## src/rtl/onchip_rom_pkg.sv

```systemverilog
// Shared types and constants for the on-chip ROM boot loader.
package onchip_rom_pkg;

  // Loader control states
  typedef enum logic [1:0] {
    IDLE    = 2'd0,
    COLLECT = 2'd1,
    WRITE   = 2'd2,
    FINISH  = 2'd3
  } state_e;

  localparam int unsigned BYTE_W = 8;
  localparam int unsigned WORD_W = 32;

  // Every write covers all four byte lanes
  localparam logic [3:0] BYTEEN_ALL = 4'hF;

endpackage : onchip_rom_pkg

```

## src/rtl/onchip_rom_word_packer.sv

```systemverilog
// Assembles a little-endian 32-bit word from a stream of bytes.
module onchip_rom_word_packer
  import onchip_rom_pkg::*;
(
  input  logic              clk,
  input  logic              reset_n,
  input  logic              clear_i,
  input  logic              push_i,
  input  logic [BYTE_W-1:0] byte_i,
  output logic [WORD_W-1:0] word_o,
  output logic              last_byte_c
);

  logic [WORD_W-1:0] word_q, word_d;
  logic [1:0]        idx_q, idx_d;

  // Shift new bytes in at the top so the first byte ends up in [7:0]
  always_comb begin
    word_d = word_q;
    idx_d  = idx_q;
    if (clear_i) begin
      word_d = '0;
      idx_d  = '0;
    end else if (push_i) begin
      word_d = {byte_i, word_q[WORD_W-1:BYTE_W]};
      idx_d  = idx_q + 2'd1;
    end
  end

  // Shift register and byte index storage
  always_ff @(posedge clk or negedge reset_n) begin
    if (!reset_n) begin
      word_q <= '0;
      idx_q  <= '0;
    end else begin
      word_q <= word_d;
      idx_q  <= idx_d;
    end
  end

  assign word_o      = word_q;
  assign last_byte_c = push_i && !clear_i && (idx_q == 2'd3);

endmodule : onchip_rom_word_packer

```

## src/rtl/onchip_rom_loader.sv

```systemverilog
// Streams a byte-wide boot image into an on-chip word memory.
module onchip_rom_loader
  import onchip_rom_pkg::*;
#(
  parameter int unsigned ADDR_W  = 9,
  parameter int unsigned TIMEOUT = 1024
) (
  input  logic              clk,
  input  logic              reset_n,
  input  logic              start,
  input  logic [ADDR_W:0]   word_count,
  input  logic [7:0]        in_data,
  input  logic              in_valid,
  output logic              in_ready,
  output logic [ADDR_W-1:0] m_address,
  output logic [31:0]       m_writedata,
  output logic [3:0]        m_byteenable,
  output logic              m_chipselect,
  output logic              m_write,
  output logic              m_debugaccess,
  output logic              m_clken,
  output logic              busy,
  output logic              done,
  output logic              error,
  output logic [31:0]       checksum
);

  localparam int unsigned CNT_W  = ADDR_W + 1;
  localparam int unsigned IDLE_W = $clog2(TIMEOUT + 1);
  localparam logic [CNT_W-1:0]  MAX_WORDS = {1'b1, {ADDR_W{1'b0}}};
  localparam logic [IDLE_W-1:0] IDLE_LAST = IDLE_W'(TIMEOUT - 1);

  state_e state_q, state_d;

  logic [CNT_W-1:0]  count_q, count_d;
  logic [CNT_W-1:0]  words_q, words_d;
  logic [ADDR_W-1:0] addr_q, addr_d;
  logic [31:0]       checksum_q, checksum_d;
  logic [IDLE_W-1:0] idle_q, idle_d;

  logic busy_q, busy_d;
  logic in_ready_q, in_ready_d;
  logic wr_q, wr_d;
  logic done_q, done_d;
  logic error_q, error_d;

  logic        start_ok_c;
  logic        xfer_c;
  logic        timeout_c;
  logic        last_word_c;
  logic        pack_clear_c;
  logic        pack_last_c;
  logic [31:0] pack_word;

  // Qualify requests, byte handshakes and end-of-load conditions
  assign start_ok_c   = start && (word_count != '0) && (word_count <= MAX_WORDS);
  assign xfer_c       = in_valid && in_ready_q;
  assign timeout_c    = (state_q == COLLECT) && !xfer_c && (idle_q == IDLE_LAST);
  assign last_word_c  = (words_q + CNT_W'(1)) == count_q;
  assign pack_clear_c = ((state_q == IDLE) && start_ok_c) || timeout_c;

  onchip_rom_word_packer u_packer (
    .clk         (clk),
    .reset_n     (reset_n),
    .clear_i     (pack_clear_c),
    .push_i      (xfer_c),
    .byte_i      (in_data),
    .word_o      (pack_word),
    .last_byte_c (pack_last_c)
  );

  // State register
  always_ff @(posedge clk or negedge reset_n) begin
    if (!reset_n) begin
      state_q <= IDLE;
    end else begin
      state_q <= state_d;
    end
  end

  // Next-state selection
  always_comb begin
    state_d = state_q;
    case (state_q)
      IDLE: begin
        if (start_ok_c) state_d = COLLECT;
      end
      COLLECT: begin
        if (timeout_c)        state_d = IDLE;
        else if (pack_last_c) state_d = WRITE;
      end
      WRITE: begin
        if (last_word_c) state_d = FINISH;
        else             state_d = COLLECT;
      end
      FINISH: begin
        state_d = IDLE;
      end
      default: begin
        state_d = IDLE;
      end
    endcase
  end

  // Datapath updates and next values of the registered outputs
  always_comb begin
    count_d    = count_q;
    words_d    = words_q;
    addr_d     = addr_q;
    checksum_d = checksum_q;
    idle_d     = idle_q;
    busy_d     = (state_d != IDLE);
    in_ready_d = (state_d == COLLECT);
    wr_d       = (state_d == WRITE);
    done_d     = (state_d == FINISH);
    error_d    = ((state_q == IDLE) && start && !start_ok_c) || timeout_c;
    case (state_q)
      IDLE: begin
        if (start_ok_c) begin
          count_d    = word_count;
          words_d    = '0;
          addr_d     = '0;
          checksum_d = '0;
          idle_d     = '0;
        end
      end
      COLLECT: begin
        if (xfer_c || timeout_c) idle_d = '0;
        else                     idle_d = idle_q + IDLE_W'(1);
      end
      WRITE: begin
        checksum_d = checksum_q + pack_word;
        words_d    = words_q + CNT_W'(1);
        // Hold the final address so a full-depth load never wraps
        if (!last_word_c) addr_d = addr_q + ADDR_W'(1);
      end
      default: begin
      end
    endcase
  end

  // Datapath and output registers
  always_ff @(posedge clk or negedge reset_n) begin
    if (!reset_n) begin
      count_q    <= '0;
      words_q    <= '0;
      addr_q     <= '0;
      checksum_q <= '0;
      idle_q     <= '0;
      busy_q     <= 1'b0;
      in_ready_q <= 1'b0;
      wr_q       <= 1'b0;
      done_q     <= 1'b0;
      error_q    <= 1'b0;
    end else begin
      count_q    <= count_d;
      words_q    <= words_d;
      addr_q     <= addr_d;
      checksum_q <= checksum_d;
      idle_q     <= idle_d;
      busy_q     <= busy_d;
      in_ready_q <= in_ready_d;
      wr_q       <= wr_d;
      done_q     <= done_d;
      error_q    <= error_d;
    end
  end

  assign in_ready      = in_ready_q;
  assign m_address     = addr_q;
  assign m_writedata   = pack_word;
  assign m_byteenable  = BYTEEN_ALL;
  assign m_chipselect  = wr_q;
  assign m_write       = wr_q;
  assign m_debugaccess = wr_q;
  assign m_clken       = 1'b1;
  assign busy          = busy_q;
  assign done          = done_q;
  assign error         = error_q;
  assign checksum      = checksum_q;

endmodule : onchip_rom_loader

```

## config.mk

```make
export PLATFORM = sky130hd
export DESIGN_NAME = onchip_rom_loader
export DESIGN_NICKNAME = d
export VERILOG_FILES = /design/src/rtl/onchip_rom_pkg.sv /design/src/rtl/onchip_rom_word_packer.sv /design/src/rtl/onchip_rom_loader.sv
export SDC_FILE = /design/constraint.sdc
export NUM_CORES = 1
export LEC_CHECK = 0
export ABC_AREA = 1
export BUFFER_PORTS_ARGS = -buffer_cell sky130_fd_sc_hd__buf_2
export CAP_MARGIN = 0
export CORE_UTILIZATION = 63
export DETAILED_ROUTE_END_ITERATION = 7
export GPL_ROUTABILITY_DRIVEN = 0
export PLACE_DENSITY = 0.88
export SLEW_MARGIN = 30
export SYNTH_ARGS = -nofsm -noshare
export SYNTH_HDL_FRONTEND = slang
export SYNTH_SLANG_ARGS = --single-unit
```

## constraint.sdc

```tcl
create_clock -name clk -period 4.34 [get_ports clk]
set_clock_uncertainty 0.2 [all_clocks]
set_input_delay 0.868 -clock clk [delete_from_list [all_inputs] [get_ports clk]]
set_output_delay 0.868 -clock clk [all_outputs]
set_load 0.01 [all_outputs]
```

Word level (Yosys, flattened, before mapping) --
Cells that the tools add are included.
Operators by class: $lt $le $gt $ge 1, muxes and demuxes 19, add/subtract/negate cells 5, reduce and logical (&&, ||, !) cells 26, equality and inequality tests 11
Operator list (count):
- 32-bit 2-to-1 mux | 3
- 32-bit case mux with 2 select lines | 1
- 32-bit adder | 1
- 11-bit 2-to-1 mux | 2
- 11-bit case mux with 2 select lines | 1
- 10-bit case mux with 2 select lines | 1
- 9-bit 2-to-1 mux | 2
- 9-bit case mux with 2 select lines | 1
- 2-bit 2-to-1 mux | 6
- 11-bit by 1-bit adder with 11-bit output, second input constant | 1
- 11-bit by 10-bit equality test with 1-bit output, second input constant | 1
- 10-bit by 1-bit adder with 10-bit output, second input constant | 1
- 10-bit equality test | 1
- 2-bit equality test, second input constant | 5
- 10-bit less-or-equal comparator, second input constant | 1
- 1-bit logical AND | 10
- 10-bit 2-to-1 mux | 1
- 10-bit nonzero test | 1
- 9-bit by 1-bit adder with 9-bit output, second input constant | 1
- 2-bit case mux with 4 select lines | 1
- 2-bit nonzero test | 4
- 2-bit AND reduction | 3
- 2-bit by 1-bit equality test with 1-bit output, second input constant | 2
- 2-bit inequality test, second input constant | 2
- other kinds (5) | 9
Word-level totals: output and inout port bits 85, register bits 113, logic and storage cells 75

Logic depth before layout (Yosys ltp) --
word-level depth 12, gate-level depth with buffers 15

Modules after synthesis --
From an unflattened synthesis, not the netlist that was laid out.
Second synthesis, totals: cells, all modules 957, area, all modules 7016.7 sq um
Modules (own cells, without submodules):
- onchip_rom_loader | cells an instance 806, seq. area each 1976.9 sq um, instances 1, area an instance 5627.9 sq um
- onchip_rom_word_packer | cells an instance 151, seq. area each 850.8 sq um, instances 1, area an instance 1388.8 sq um

Worst setup path after synthesis --
OpenSTA, ideal clock, no wires.
path type register to register, start point register u_packer.word_q[0], in the netlist u_packer.word_o[0], end point register checksum_q[16], in the netlist checksum[16], clock period less this slack 2318 ps, stages on the path, launching flop included 14, data required time 4022 ps, arrival 2000 ps, path buffers 0, setup slack 2022 ps, cell sequence dfrtp_1 -> ha_1 -> fa_1 -> nand3_1 -> nand2_1 -> nand2_1 -> nand2_1 -> nand2_1 -> nand2_1 -> nand2_1 -> nand2_1 -> or2_2 -> nand3_1 -> nand2_1
Between the ends: cells in the longest elaborated chain, start to end 2
Ends and longest elaborated chain:
- from (decl) | line onchip_rom_word_packer.sv:14 | logic [WORD_W-1:0] word_q, word_d;
- from (signal assigned) | line onchip_rom_word_packer.sv:36 | word_q <= word_d;
- 32-bit adder | line onchip_rom_loader.sv:132 | checksum_d = checksum_q + pack_word;
- 32-bit case mux with 2 select lines | line onchip_rom_loader.sv:117 | case (state_q)
- to (signal assigned) | line onchip_rom_loader.sv:159 | checksum_q <= checksum_d;
- to (decl) | line onchip_rom_loader.sv:38 | logic [31:0] checksum_q, checksum_d;
Every way passes these cells. A chain may end at the register's enable or synchronous reset.

Worst setup path in the final report --
start point input word_count[3], end point register checksum_q[0], in the netlist checksum[0]
Between the ends: cells in the longest elaborated chain, start to end 5, elaborated cells on any way between the ends 6, those cells by class order compare: 1; eq/ne: 1; reduce/logical: 4
Ends and longest elaborated chain:
- from (decl) | line onchip_rom_loader.sv:11 | input logic [ADDR_W:0] word_count,
- parallel branches: the longest is 2 deep, another holds 10-bit less-or-equal comparator
- 1-bit logical AND * | line onchip_rom_loader.sv:56 | assign start_ok_c = start && (word_count != '0) && (word_count <= MAX_WORDS);
- 2-bit inequality test (no source line) *
- 2-bit AND reduction (no source line) *
Every way passes the cells marked *.

==> results.py <==
metrics = {
    "run_status": {
        "status": "finished clean",
    },
    "setup_path": {
        "worst-path-max-fanout": 54,
        "path_cells": "buf_2 > inv_1 > nand4_1 > nor2_1 > a21boi_0 > nand3_4 > nand2_2 > inv_2 > a22o_1",
        "cp-end-kind": "flip-flop",
        "worst_ep_required_time_ns": 4.44,
        "cp_num_buf_inv": 3,
        "crit_slowest_cell": "nand3_4",
        "path_delay_family": "simple AND/OR/NAND/NOR gates",
        "cp.arrival_ns": 3.22,
        "critPathLaunchType": "primary input",
        "critical_path_class": "in2reg",
        "cp_slowest_stage_delay_ns": 0.61,
    },
    "placement": {
        "placed_area_um2": 7850,
        "dp_cells": 1187,
        "place_hpwl_um": 13700,
        "numPortBuffers": 101,
    },
    "flow_run": {
        "maxCapViolations": 0,
    },
    "layout": {
        "final_common_cell": "nand2_1",
        "multi_input_area_um2": 3980,
        "finalNonFillerCells": 1219,
        "fill_cells": 781,
        "nets": 1124,
        "antenna_cells": 0,
        "area_growth_pct": 15.9,
        "ff_latch_area_um2": 2830,
        "final_cell_mix": "nand2_1, dfrtp_1, nand3_1",
        "final_area_um2": 8440,
        "final_layout_size_suffix_gt1_frac": 0.185,
    },
    "drt": {
        "drt-vias-per-instance": 5.93,
        "vias": 7230,
        "postRouteAntennaNets": 0,
        "dr.pass1.iters": 6,
        "drt_iter0_drc": 747,
        "drc": 0,
        "wirelength_um": 19500,
        "wl_per_cell_um": 16.0,
    },
    "power_and_ir_drop": {
        "switching_share": 0.394,
        "leakagePower_nw": 4.53,
        "p_sw_mw": 1.71,
        "combPwrFrac": 0.307,
        "seq_power_share": 0.369,
        "intPower_mw": 2.63,
        "powerDensity_nw_per_um2": 513,
        "p_clk_frac": 0.324,
        "ir_drop_mv": 0.343,
    },
    "synthesis": {
        "synth_area_um2": 7280,
        "ys_types": 42,
        "synthCells": 968,
        "synth_top_area_cell": "dfrtp_1",
        "synth_top_area_frac": 0.388,
        "yosys_warnings": 0,
        "avgSynthCellArea_um2": 7.52,
        "synth_area_leaders": "dfrtp_1, nand2_1, nand3_1, ha_1, nand3_2",
        "synth-seq-area-share": 0.388,
        "ys_ff_latch": 113,
    },
    "global_routing": {
        "grt_pass1_wl_um": 31600,
        "groute.usage.overall": 0.345,
        "grt_max_degree": 59,
        "grt_overflow": 0,
        "grt_pass1_vias": 6711,
        "antenna_found_initial": 0,
    },
    "clock_tree": {
        "root_buffer": "clkbuf_16",
        "cts_sinks": 113,
        "clockBufferDepth": 2,
        "holdBufCountCts": 0,
        "cts_tree": "built",
        "worstSkewPairLatency_ns": 0.42,
        "clkTransAtPathRegs_ns": 0.05,
        "htreeDepth": 4,
        "ctsResizeCount": 0,
        "cts_inserted_buffers": 17,
        "post_cts_buffers": 0,
    },
    "timing": {
        "min_period_ns": 3.11,
        "fmax_mhz": 321,
        "drv_slew": 0,
        "setup_viol": 0,
        "fin_crit_sh": 0.717,
        "setup_tns_ns": 0,
        "slew_headroom": 0.499,
        "tightest_slew_ns": 0.751,
        "rsz0062_at_grt": "no",
        "hold_viol_final": 0,
    },
    "floorplan": {
        "rows": 38,
        "io_pins": 107,
        "dieArea_um2": 12000,
        "initial_core_util": 0.660,
        "coreArea_um2": 11000,
        "die_y_um": 110,
        "die_w_um": 110,
    },
    "hold_path": {
        "worstHoldPathType": "in2async",
    },
}
-- metal layers --
layer,vias up,GRT usage,share of wire
li1,3425,-,-
met3,60,0.0711,0.081
met4,0,0.152,0.033
met5,-,0,0
met1,3367,0.451,0.43
met2,378,0.555,0.46
-- Yosys cell counts --
master / count
conb_1: 1
a21oi_1: 61
nand3b_1: 6
fa_1: 1
and2_1: 1
o32ai_1: 1
a22o_1: 2
ha_1: 35
nand2_1: 274
clkbuf_1: 7
and3_1: 3
buf_6: 3
nand3_4: 1
nor2_2: 3
o21ai_0: 46
o21bai_1: 3
nor4_1: 3
a31o_2: 1
o22ai_1: 12
inv_1: 80
a21o_1: 1
nand2_4: 1
a21boi_0: 1
inv_2: 4
nor2_1: 71
nor3_4: 1
nor3b_1: 1
nor3_1: 12
xor2_1: 10
nand2_8: 1
nand2_2: 7
buf_2: 12
nand4_1: 14
o21ai_1: 11
nand3_1: 105
or2_2: 4
nor2_4: 5
dfrtp_1: 113
buf_4: 10
xnor2_1: 3
o21a_1: 5
nand3_2: 32
-- through the flow --
step	util	worst slack (ns)	total power, mW	hold WS [ns]
6_report	0.766	1.23	4.33	0.301
4_1_cts	0.766	1.27	4.32	0.311
3_5_place_dp	0.712	0.853	2.91	0.297
2_1_floorplan	-	2.02	2.45	0.264
5_1_grt	0.766	1.03	4.55	0.333
3_3_place_gp	0.712	0.942	2.86	0.286
-- worst reg2reg max path: stages (launching register included) --
cell and delay (ns):
dfrtp_1 0.40, nor2_1 0.27, nand3_4 0.56, nand2_2 0.48
inv_2 0.34, a22o_1 0.29
-- path summary, 6_finish.rpt --
| check | startpoint | end | depth (start not counted) | slack (ns) |
|---|---|---|---|---|
| hold / removal | reset_n | m_address[1]$_DFFE_PN0P_ | 1 | 0.30 |
| setup / recovery | word_count[3] | checksum[0]$_DFFE_PN0P_ | 9 | 1.23 |
| min in group clk | checksum[30]$_DFFE_PN0P_ | checksum[30]$_DFFE_PN0P_ | 2 | 0.31 |
| setup reg to reg | state_q[0]$_DFF_PN0_ | checksum[0]$_DFFE_PN0P_ | 5 | 1.69 |
| max in group asynchronous | reset_n | checksum[21]$_DFFE_PN0P_ | 2 | 2.79 |
| hold reg to reg | checksum[30]$_DFFE_PN0P_ | checksum[30]$_DFFE_PN0P_ | 2 | 0.31 |
-- area by class of cell --
type / instances / area share
clock buffer: 18 / 0.0520
clock inverter: 14 / 0.0185
inverter: 84 / 0.0373
multi-input combinational: 743 / 0.471
sequential: 113 / 0.335
tap: 140 / 0.0207
timing repair buffer: 107 / 0.0655
-- state kept, by name, summed over array words and instances, names as in the netlist, 2 cells and up --
name,cells
checksum,32
u_packer.word_o,32
idle_q,11
count_q,10
words_q,10
m_address,9
state_q,2
u_packer.idx_q,2
-- power groups by stage --
stage	Sequential, mW	Combinational, mW	Clock [mW]
after floorplan	1.57	0.882	0
after global placement	1.59	1.27	0
after detailed placement	1.60	1.31	0
after CTS	1.58	1.33	1.41
after global routing	1.61	1.48	1.46
final	1.60	1.33	1.41
-- cells by family (layout without fill, tap and decap cells) --
| family | after synthesis | after routing | synth area share |
|---|---|---|---|
| AO/OA/AOI/OAI | 144 | 144 | 0.107 |
| adder cells (fa/ha/maj) | 36 | 36 | 0.0629 |
| XOR/XNOR | 13 | 13 | 0.0156 |
| flip-flops | 113 | 113 | 0.388 |
| buffers and inverters | 116 | 223 | 0.0701 |
| other | 1 | 5 | 0.000515 |
| AND/OR/NAND/NOR | 545 | 545 | 0.356 |
Note: power is estimated with default switching activity, not from simulation.
